[src/rtl/action_scheduler.sv]
// Arbitrates gravity ticks and button pulses into a single valid/ready action stream,
// with a halt/restart path driven by the game-over level.
module action_scheduler #(
  parameter int unsigned TIMEOUT = 255
) (
  input  logic       clk,
  input  logic       reset,
  input  logic       tick_en,
  input  logic       btn_down_en,
  input  logic       btn_rotate_en,
  input  logic       btn_left_en,
  input  logic       btn_right_en,
  input  logic       game_over,
  input  logic       act_ready,
  output logic       act_valid,
  output logic [2:0] act_code,
  output logic [4:0] pending,
  output logic       halted,
  output logic       timeout_err,
  output logic [1:0] state_dbg
);

  // Handshake: an action transfers on any rising edge where act_valid & act_ready;
  // once raised, act_valid and act_code hold steady until that transfer or a timeout drop.

  typedef enum logic [1:0] {
    S_IDLE    = 2'd0,
    S_ISSUE   = 2'd1,
    S_HALT    = 2'd2,
    S_RESTART = 2'd3
  } state_t;

  localparam logic [2:0] CODE_NONE    = 3'b000;
  localparam logic [2:0] CODE_GRAVITY = 3'b001;
  localparam logic [2:0] CODE_DOWN    = 3'b010;
  localparam logic [2:0] CODE_ROTATE  = 3'b011;
  localparam logic [2:0] CODE_LEFT    = 3'b100;
  localparam logic [2:0] CODE_RIGHT   = 3'b101;
  localparam logic [2:0] CODE_RESTART = 3'b110;

  // Wait counter value on the last cycle an action may stay presented.
  localparam logic [7:0] LAST_WAIT = 8'(TIMEOUT - 1);

  state_t     state;
  logic [7:0] wait_cnt;
  logic [4:0] served_mask;

  logic [4:0] pulses;
  logic       any_btn;
  logic [4:0] cand;
  logic       sel_any;
  logic [4:0] sel_mask;
  logic [2:0] sel_code;
  logic       handshake;
  logic       expire;

  assign pulses    = {tick_en, btn_down_en, btn_rotate_en, btn_left_en, btn_right_en};
  assign any_btn   = |pulses[3:0];
  assign handshake = act_valid & act_ready;
  assign expire    = (wait_cnt == LAST_WAIT);
  assign state_dbg = state;

  // Opposing left/right requests cancel each other before priority selection.
  always_comb begin
    cand = pending;
    if (pending[1] && pending[0]) begin
      cand[1:0] = 2'b00;
    end
  end

  always_comb begin
    sel_any  = 1'b1;
    sel_mask = 5'b00000;
    sel_code = CODE_NONE;
    if (cand[4]) begin
      sel_mask = 5'b10000;
      sel_code = CODE_GRAVITY;
    end else if (cand[3]) begin
      sel_mask = 5'b01000;
      sel_code = CODE_DOWN;
    end else if (cand[2]) begin
      sel_mask = 5'b00100;
      sel_code = CODE_ROTATE;
    end else if (cand[1]) begin
      sel_mask = 5'b00010;
      sel_code = CODE_LEFT;
    end else if (cand[0]) begin
      sel_mask = 5'b00001;
      sel_code = CODE_RIGHT;
    end else begin
      sel_any = 1'b0;
    end
  end

  always_ff @(posedge clk) begin
    if (reset) begin
      state       <= S_IDLE;
      pending     <= 5'b00000;
      act_valid   <= 1'b0;
      act_code    <= CODE_NONE;
      halted      <= 1'b0;
      timeout_err <= 1'b0;
      wait_cnt    <= 8'd0;
      served_mask <= 5'b00000;
    end else begin
      unique case (state)
        S_IDLE: begin
          if (game_over) begin
            state     <= S_HALT;
            halted    <= 1'b1;
            pending   <= 5'b00000;
            act_valid <= 1'b0;
            act_code  <= CODE_NONE;
          end else begin
            // New pulses are merged after selection, so they never steer this cycle's pick.
            pending <= cand | pulses;
            if (sel_any) begin
              state       <= S_ISSUE;
              act_valid   <= 1'b1;
              act_code    <= sel_code;
              served_mask <= sel_mask;
              wait_cnt    <= 8'd0;
            end else begin
              act_valid <= 1'b0;
              act_code  <= CODE_NONE;
            end
          end
        end

        S_ISSUE: begin
          if (handshake || expire) begin
            // A fresh pulse from the served source outranks its clear.
            pending   <= (pending & ~served_mask) | pulses;
            state     <= S_IDLE;
            act_valid <= 1'b0;
            act_code  <= CODE_NONE;
            if (!handshake) begin
              timeout_err <= 1'b1;
            end
          end else begin
            pending  <= pending | pulses;
            wait_cnt <= wait_cnt + 8'd1;
          end
        end

        S_HALT: begin
          pending <= 5'b00000;
          if (any_btn) begin
            state     <= S_RESTART;
            halted    <= 1'b0;
            act_valid <= 1'b1;
            act_code  <= CODE_RESTART;
            wait_cnt  <= 8'd0;
          end
        end

        S_RESTART: begin
          if (handshake) begin
            pending   <= pending | pulses;
            state     <= S_IDLE;
            act_valid <= 1'b0;
            act_code  <= CODE_NONE;
          end else if (expire) begin
            pending     <= 5'b00000;
            state       <= S_HALT;
            halted      <= 1'b1;
            timeout_err <= 1'b1;
            act_valid   <= 1'b0;
            act_code    <= CODE_NONE;
          end else begin
            pending  <= pending | pulses;
            wait_cnt <= wait_cnt + 8'd1;
          end
        end

        default: begin
          state     <= S_IDLE;
          act_valid <= 1'b0;
          act_code  <= CODE_NONE;
        end
      endcase
    end
  end

endmodule
[config.mk]
export PLATFORM = sky130hd
export DESIGN_NAME = action_scheduler
export DESIGN_NICKNAME = d
export VERILOG_FILES = /design/src/rtl/action_scheduler.sv
export SDC_FILE = /design/constraint.sdc
export NUM_CORES = 1
export LEC_CHECK = 0
export CAP_MARGIN = 15
export CORE_UTILIZATION = 52
export CTS_CLUSTER_SIZE = 28
export DETAILED_ROUTE_END_ITERATION = 12
export PLACE_DENSITY = 0.87
export REMOVE_ABC_BUFFERS = 1
export SLEW_MARGIN = 20
export SYNTH_ARGS = -nofsm -noshare
export SYNTH_HDL_FRONTEND = slang
export SYNTH_SLANG_ARGS = --single-unit
[constraint.sdc]
create_clock -name clk -period 2.1 [get_ports clk]
set_input_delay 0.315 -clock clk [delete_from_list [all_inputs] [get_ports clk]]
set_output_delay 0.315 -clock clk [all_outputs]
set_load 0.05 [all_outputs]
Word level (Yosys, flattened, before mapping):

Index checks and enable logic that the tools add are counted.

* register bits: 26
* bits of input ports: 9
* output and inout bits: 13
* logic and storage cells: 101

* $add $sub $neg: 1
* eq/ne operators: 16
* multiplexer cells: 57
* bitwise operators: 7
* reduce and logical (&&, ||, !) cells: 12

Operators by type and width (count)
* 2-to-1 mux 8 bit: 6
* 2-to-1 mux 3 bit: 12
* case mux 8 bit (4 select lines): 1
* 2-to-1 mux 5 bit: 5
* != test 2 bit, second input constant: 10
* case mux 5 bit (4 select lines): 1
* 2-to-1 mux 1 bit: 18
* 2-to-1 mux 2 bit: 8
* OR 5 bit: 3
* case mux 3 bit (4 select lines): 1
* AND reduction 5 bit: 2
* adder 8 x 1 -> 8 bit, second input constant: 1
* equality test 8 bit, second input constant: 1
* case mux 2 bit (4 select lines): 1
* != test 3 bit, second input constant: 2
* AND reduction 3 bit: 2
* AND reduction 6 bit: 1
* bitwise AND 5 bit: 1
* inverter 5 bit: 1
* equality test 2 bit, second input constant: 2
* 2-to-1 mux 4 bit: 1
* case mux 1 bit (4 select lines): 1
* AND reduction 4 bit: 1
* OR reduction 4 bit: 1
* other kinds (10): 10

Longest topological paths before layout:

* depth in word-level cells: 10
* depth in mapped cells: 8
* gate-level depth less buffers: 7

Least setup slack after synthesis:

OpenSTA, ideal clock, no wires.

* path type: register to register
* from: reg pending[0]
* to: reg wait_cnt[5]
* setup time: 74 ps
* arrival time: 1994 ps
* required time: 2026 ps
* setup slack: 32 ps
* stages on the path, launching flop included: 8
* path buffers: 1
* period minus slack after synthesis: 2068 ps
* path through: dfxtp_1 -> inv_1 -> ha_1 -> nand3_1 -> nand4_2 -> buf_6 -> or4_1 -> a31oi_1

* longest elaborated chain between the ends: 9

Ends and longest elaborated chain
* start, declared: line 17 `output logic [4:0] pending,`
* start signal, assigned: line 116 `pending <= cand | pulses;`
* start signal, assigned: line 133 `pending <= (pending & ~served_mask) | pulses;`
* start signal, assigned: line 141 `pending <= pending | pulses;`
* logical AND 1 bit: line 66 `if (pending[1] && pending[0]) begin`
* 2-to-1 mux 2 bit *: line 66
* 2-to-1 mux 1 bit: line 87 `end else if (cand[0]) begin`
* 2-to-1 mux 1 bit *: line 84 `end else if (cand[1]) begin`
* 2-to-1 mux 1 bit *: line 81 `end else if (cand[2]) begin`
* 2-to-1 mux 1 bit *: line 78 `end else if (cand[3]) begin`
* 2-to-1 mux 1 bit *: line 75 `if (cand[4]) begin`
* != test 2 bit (no line) *
* AND reduction 6 bit (no line) *
* end signal, assigned: line 142 `wait_cnt <= wait_cnt + 8'd1;`
* end signal, assigned: line 172 `wait_cnt <= wait_cnt + 8'd1;`
* end, declared: line 45 `logic [7:0] wait_cnt;`

Every way passes the cells marked *; elsewhere a longest branch is shown, timed or not.
A chain may end at the register's enable or synchronous reset.

Worst setup path in the final report:

* from: reg pending[2]
* to: out pending[2]

No word-level cell between the ends.

==> metrics.md <==
| Metric | Value |
|---|---|
| Status | complete, no violations |
| Fmax achieved | 0.491 GHz |
| Hpwl dp | 2420 um |
| Worst-path cell chain | clkdlybuf4s50_1 |
| GRT Total Usage | 25.7% |
| Max Root-Sink Buffers | 2 |
| Crit path time final | 2040 ps |
| Global-route wire length before repair | 5440 um |
| Post-synthesis cell count | 174 |
| Final setup viols | 0 |
| Die height | 53.8 um |
| Layout cells sized above 1 | 10.3% |
| Core Rows | 18 |
| Grt ovf | 0 |
| Static Leakage | 0.644 nW |
| Crit Path Max Fanout | 7 |
| 1st-pass router iterations | 5 |
| CP peak stage delay | 870 ps |
| Hold path depth | 2 |
| Initial antenna violation count | 0 |
| Synth warn | 0 |
| Worst skew pair latency | 310 ps |
| Register area share after synthesis | 37.3% |
| Setup Total Neg Slack | 0 ps |
| Total die area | 2890 um^2 |
| Crit path DAT | 1720 ps |
| Nets | 210 |
| Mapped cell area | 1400 um^2 |
| Clk_skew | 1.57 ps |
| Hold path start | act_code[2] |
| Area occupied by registers | 520 um^2 |
| Chip width | 53.8 um |
| Final worst path period share | 96.9% |
| Routed vias/inst | 6.36 |
| TritonCTS clock tree | built |
| Per-cell routed wire length | 15.4 um |
| Residual DRC | 0 |
| Area Growth Syn to Fin | 21.1% |
| Seq cells post-synth | 26 |
| Hold path endpoint | act_code[2] |
| Crit-path slowest cell | clkdlybuf4s50_1 |
| Largest net degree at the start of global routing | 22 |
| Final WL | 3470 um |
| PortBufs | 21 |
| WP buf/inv | 1 |
| Post-CTS Setup Inserts | 0 |
| Fillers | 191 |
| Global placement routability congestion | 0.934 |
| Worst-margin pin slew | 514 ps |
| Level count of the clock H-tree | 1 |
| Max-Cap Viols | 0 |
| Routed Antenna Nets | 0 |
| Placed cells | 222 |
| Clock sinks | 26 |
| Final slew viol count | 0 |
| Vias in the first global route | 1,289 |
| PwrDens | 782 nW/um^2 |
| Ports | 22 |
| Core ar. | 2500 um^2 |
| Unique masters post-synth | 39 |
| Vias | 1,430 |
| Clock transition at path regs | 130 ps |
| Reg2reg start | wait_cnt[0] |
| Startpoint Class | flip-flop |
| Worst ir drop on vdd | 0.536 mV |
| Diode count | 0 |
| Layout Utilization | 67.6% |
| Critical Path RT | 1780 ps |
| Worst r2r dst | wait_cnt[4] |
| Hold Crit Class | flip-flop to flip-flop |
| Family with the most delay on the worst path | buffers and inverters |
| Fin. Hold Viols | 0 |
| Area of the multi-input gates | 781 um^2 |
| Reg2reg setup slack | 160 ps |
| Final Non-Filler Cells | 225 |
| Setup Crit Path Kind | flip-flop to output pin |
| Initial Util | 55.8% |
| Initial DRC count | 50 |
| Syn avg cell area | 8.02 um^2 |
| Rel. slew slack | 65.7% |
| Root buf cell | clkbuf_4 |
| Worst Reg2Reg Path Length in Cells | 7 |
| Crit. End Element | output pin |
| CTS buffer count | 3 |
==> power by group <==
part	total (W)	switching, W	internal [W]
sequential	0.000582	0.0000500	0.000532
combinational	0.000534	0.000340	0.000194
clock	0.000205	0.000138	0.0000671
total	0.00132	0.000528	0.000793
==> metal layers <==
layer	GRT usage [%]	vias to the layer above	share of wire [%]
li1	-	681	-
met1	29.9	670	42
met2	45.7	65	48
met3	3.67	14	6.9
met4	11.8	0	2.8
met5	0	-	0
==> worst max path at each step <==
stage	start	endpoint	slack (ps)	depth (start not counted)
2_1_floorplan	state_dbg[0]	wait_cnt[4]	-220	5
3_5_place_dp	btn_left_en	wait_cnt[4]	-20	6
5_1_grt	pending[2]	pending[2]	-8	1
6_report	pending[2]	pending[2]	60	1
3_3_place_gp	btn_left_en	wait_cnt[4]	50	6
4_1_cts	pending[3]	pending[3]	70	1
==> repair_timing <==
item,in CTS,in global routing
setup endpoints to repair,0,5
hold buffers,0,0
resized for setup,0,4
==> cells in the final DEF (no fill, tap or decap), drive strengths merged, types with 4 or more instances in the layout <==
cell type      netlist  final
dfxtp               26     26
o21ai                8      8
nand2               19     19
inv                 12     12
nand3               14     14
clkdlybuf4s50        0     17
ha                   4      4
a21oi               20     20
a31oi               10     10
buf                  5     10
or4                  5      5
nor3                 4      4
nor2                14     14
==> final cells by class <==
class                   count  share of cell area (%)
clock buffers               3                    1.33
multi-input cells         125                    46.2
inverters                  12                    2.67
flip-flops and latches     26                    30.8
repair buffers             29                    16.7
well taps                  30                    2.22
==> state kept, by name, summed over array words and instances, names as in the netlist <==
register     cells
timeout_err      1
pending          5
halted           1
act_code         3
state_dbg        2
served_mask      5
act_valid        1
wait_cnt         8
==> cells in the mapped netlist (all sizes together) <==
cell | number | share of area, %
o21ai | 8 | 2.9
clkbuf | 6 | 1.6
and2 | 2 | 0.90
nor2b | 1 | 0.45
nor4 | 1 | 0.45
o211ai | 1 | 0.54
o221ai | 2 | 1.3
nand3b | 1 | 0.54
nand4 | 2 | 1.3
ha | 4 | 3.6
or3 | 2 | 0.90
nand2 | 19 | 5.3
a31oi | 10 | 4.5
o41ai | 1 | 1.2
dfxtp | 26 | 37
nor2 | 14 | 3.8
inv | 12 | 3.2
and3 | 2 | 0.90
nand4b | 1 | 0.63
buf | 5 | 3.3
a2bb2oi | 1 | 1.1
o21a | 1 | 0.54
or4 | 5 | 2.7
and4 | 2 | 1.4
a22oi | 1 | 0.54
a21oi | 20 | 7.2
a32oi | 2 | 1.3
nor3 | 4 | 2.6
nand3 | 14 | 5.0
mux2i | 1 | 0.72
o221a | 3 | 2.4
==> logic make-up after synthesis <==
group,share of synthesized area [%]
compound gates,23.3
flops,37.3
fa+ha+maj,3.59
simple gates,26.9
mux,0.718
buf+inv,8.16
==> per-stage QoR <==
stage | cell area, um^2 | total power (W) | hold slack [ps] | setup WS (ps)
after floorplan | 1330 | 0.000906 | 384 | -216
after global placement | 1640 | 0.00108 | 444 | 50.1
after detailed placement | 1640 | 0.00110 | 456 | -21.3
after CTS | 1660 | 0.00130 | 474 | 66.8
after global routing | 1690 | 0.00139 | 478 | -8.41
final | 1690 | 0.00132 | 468 | 64.1
Note: power is estimated with default switching activity, not from simulation.
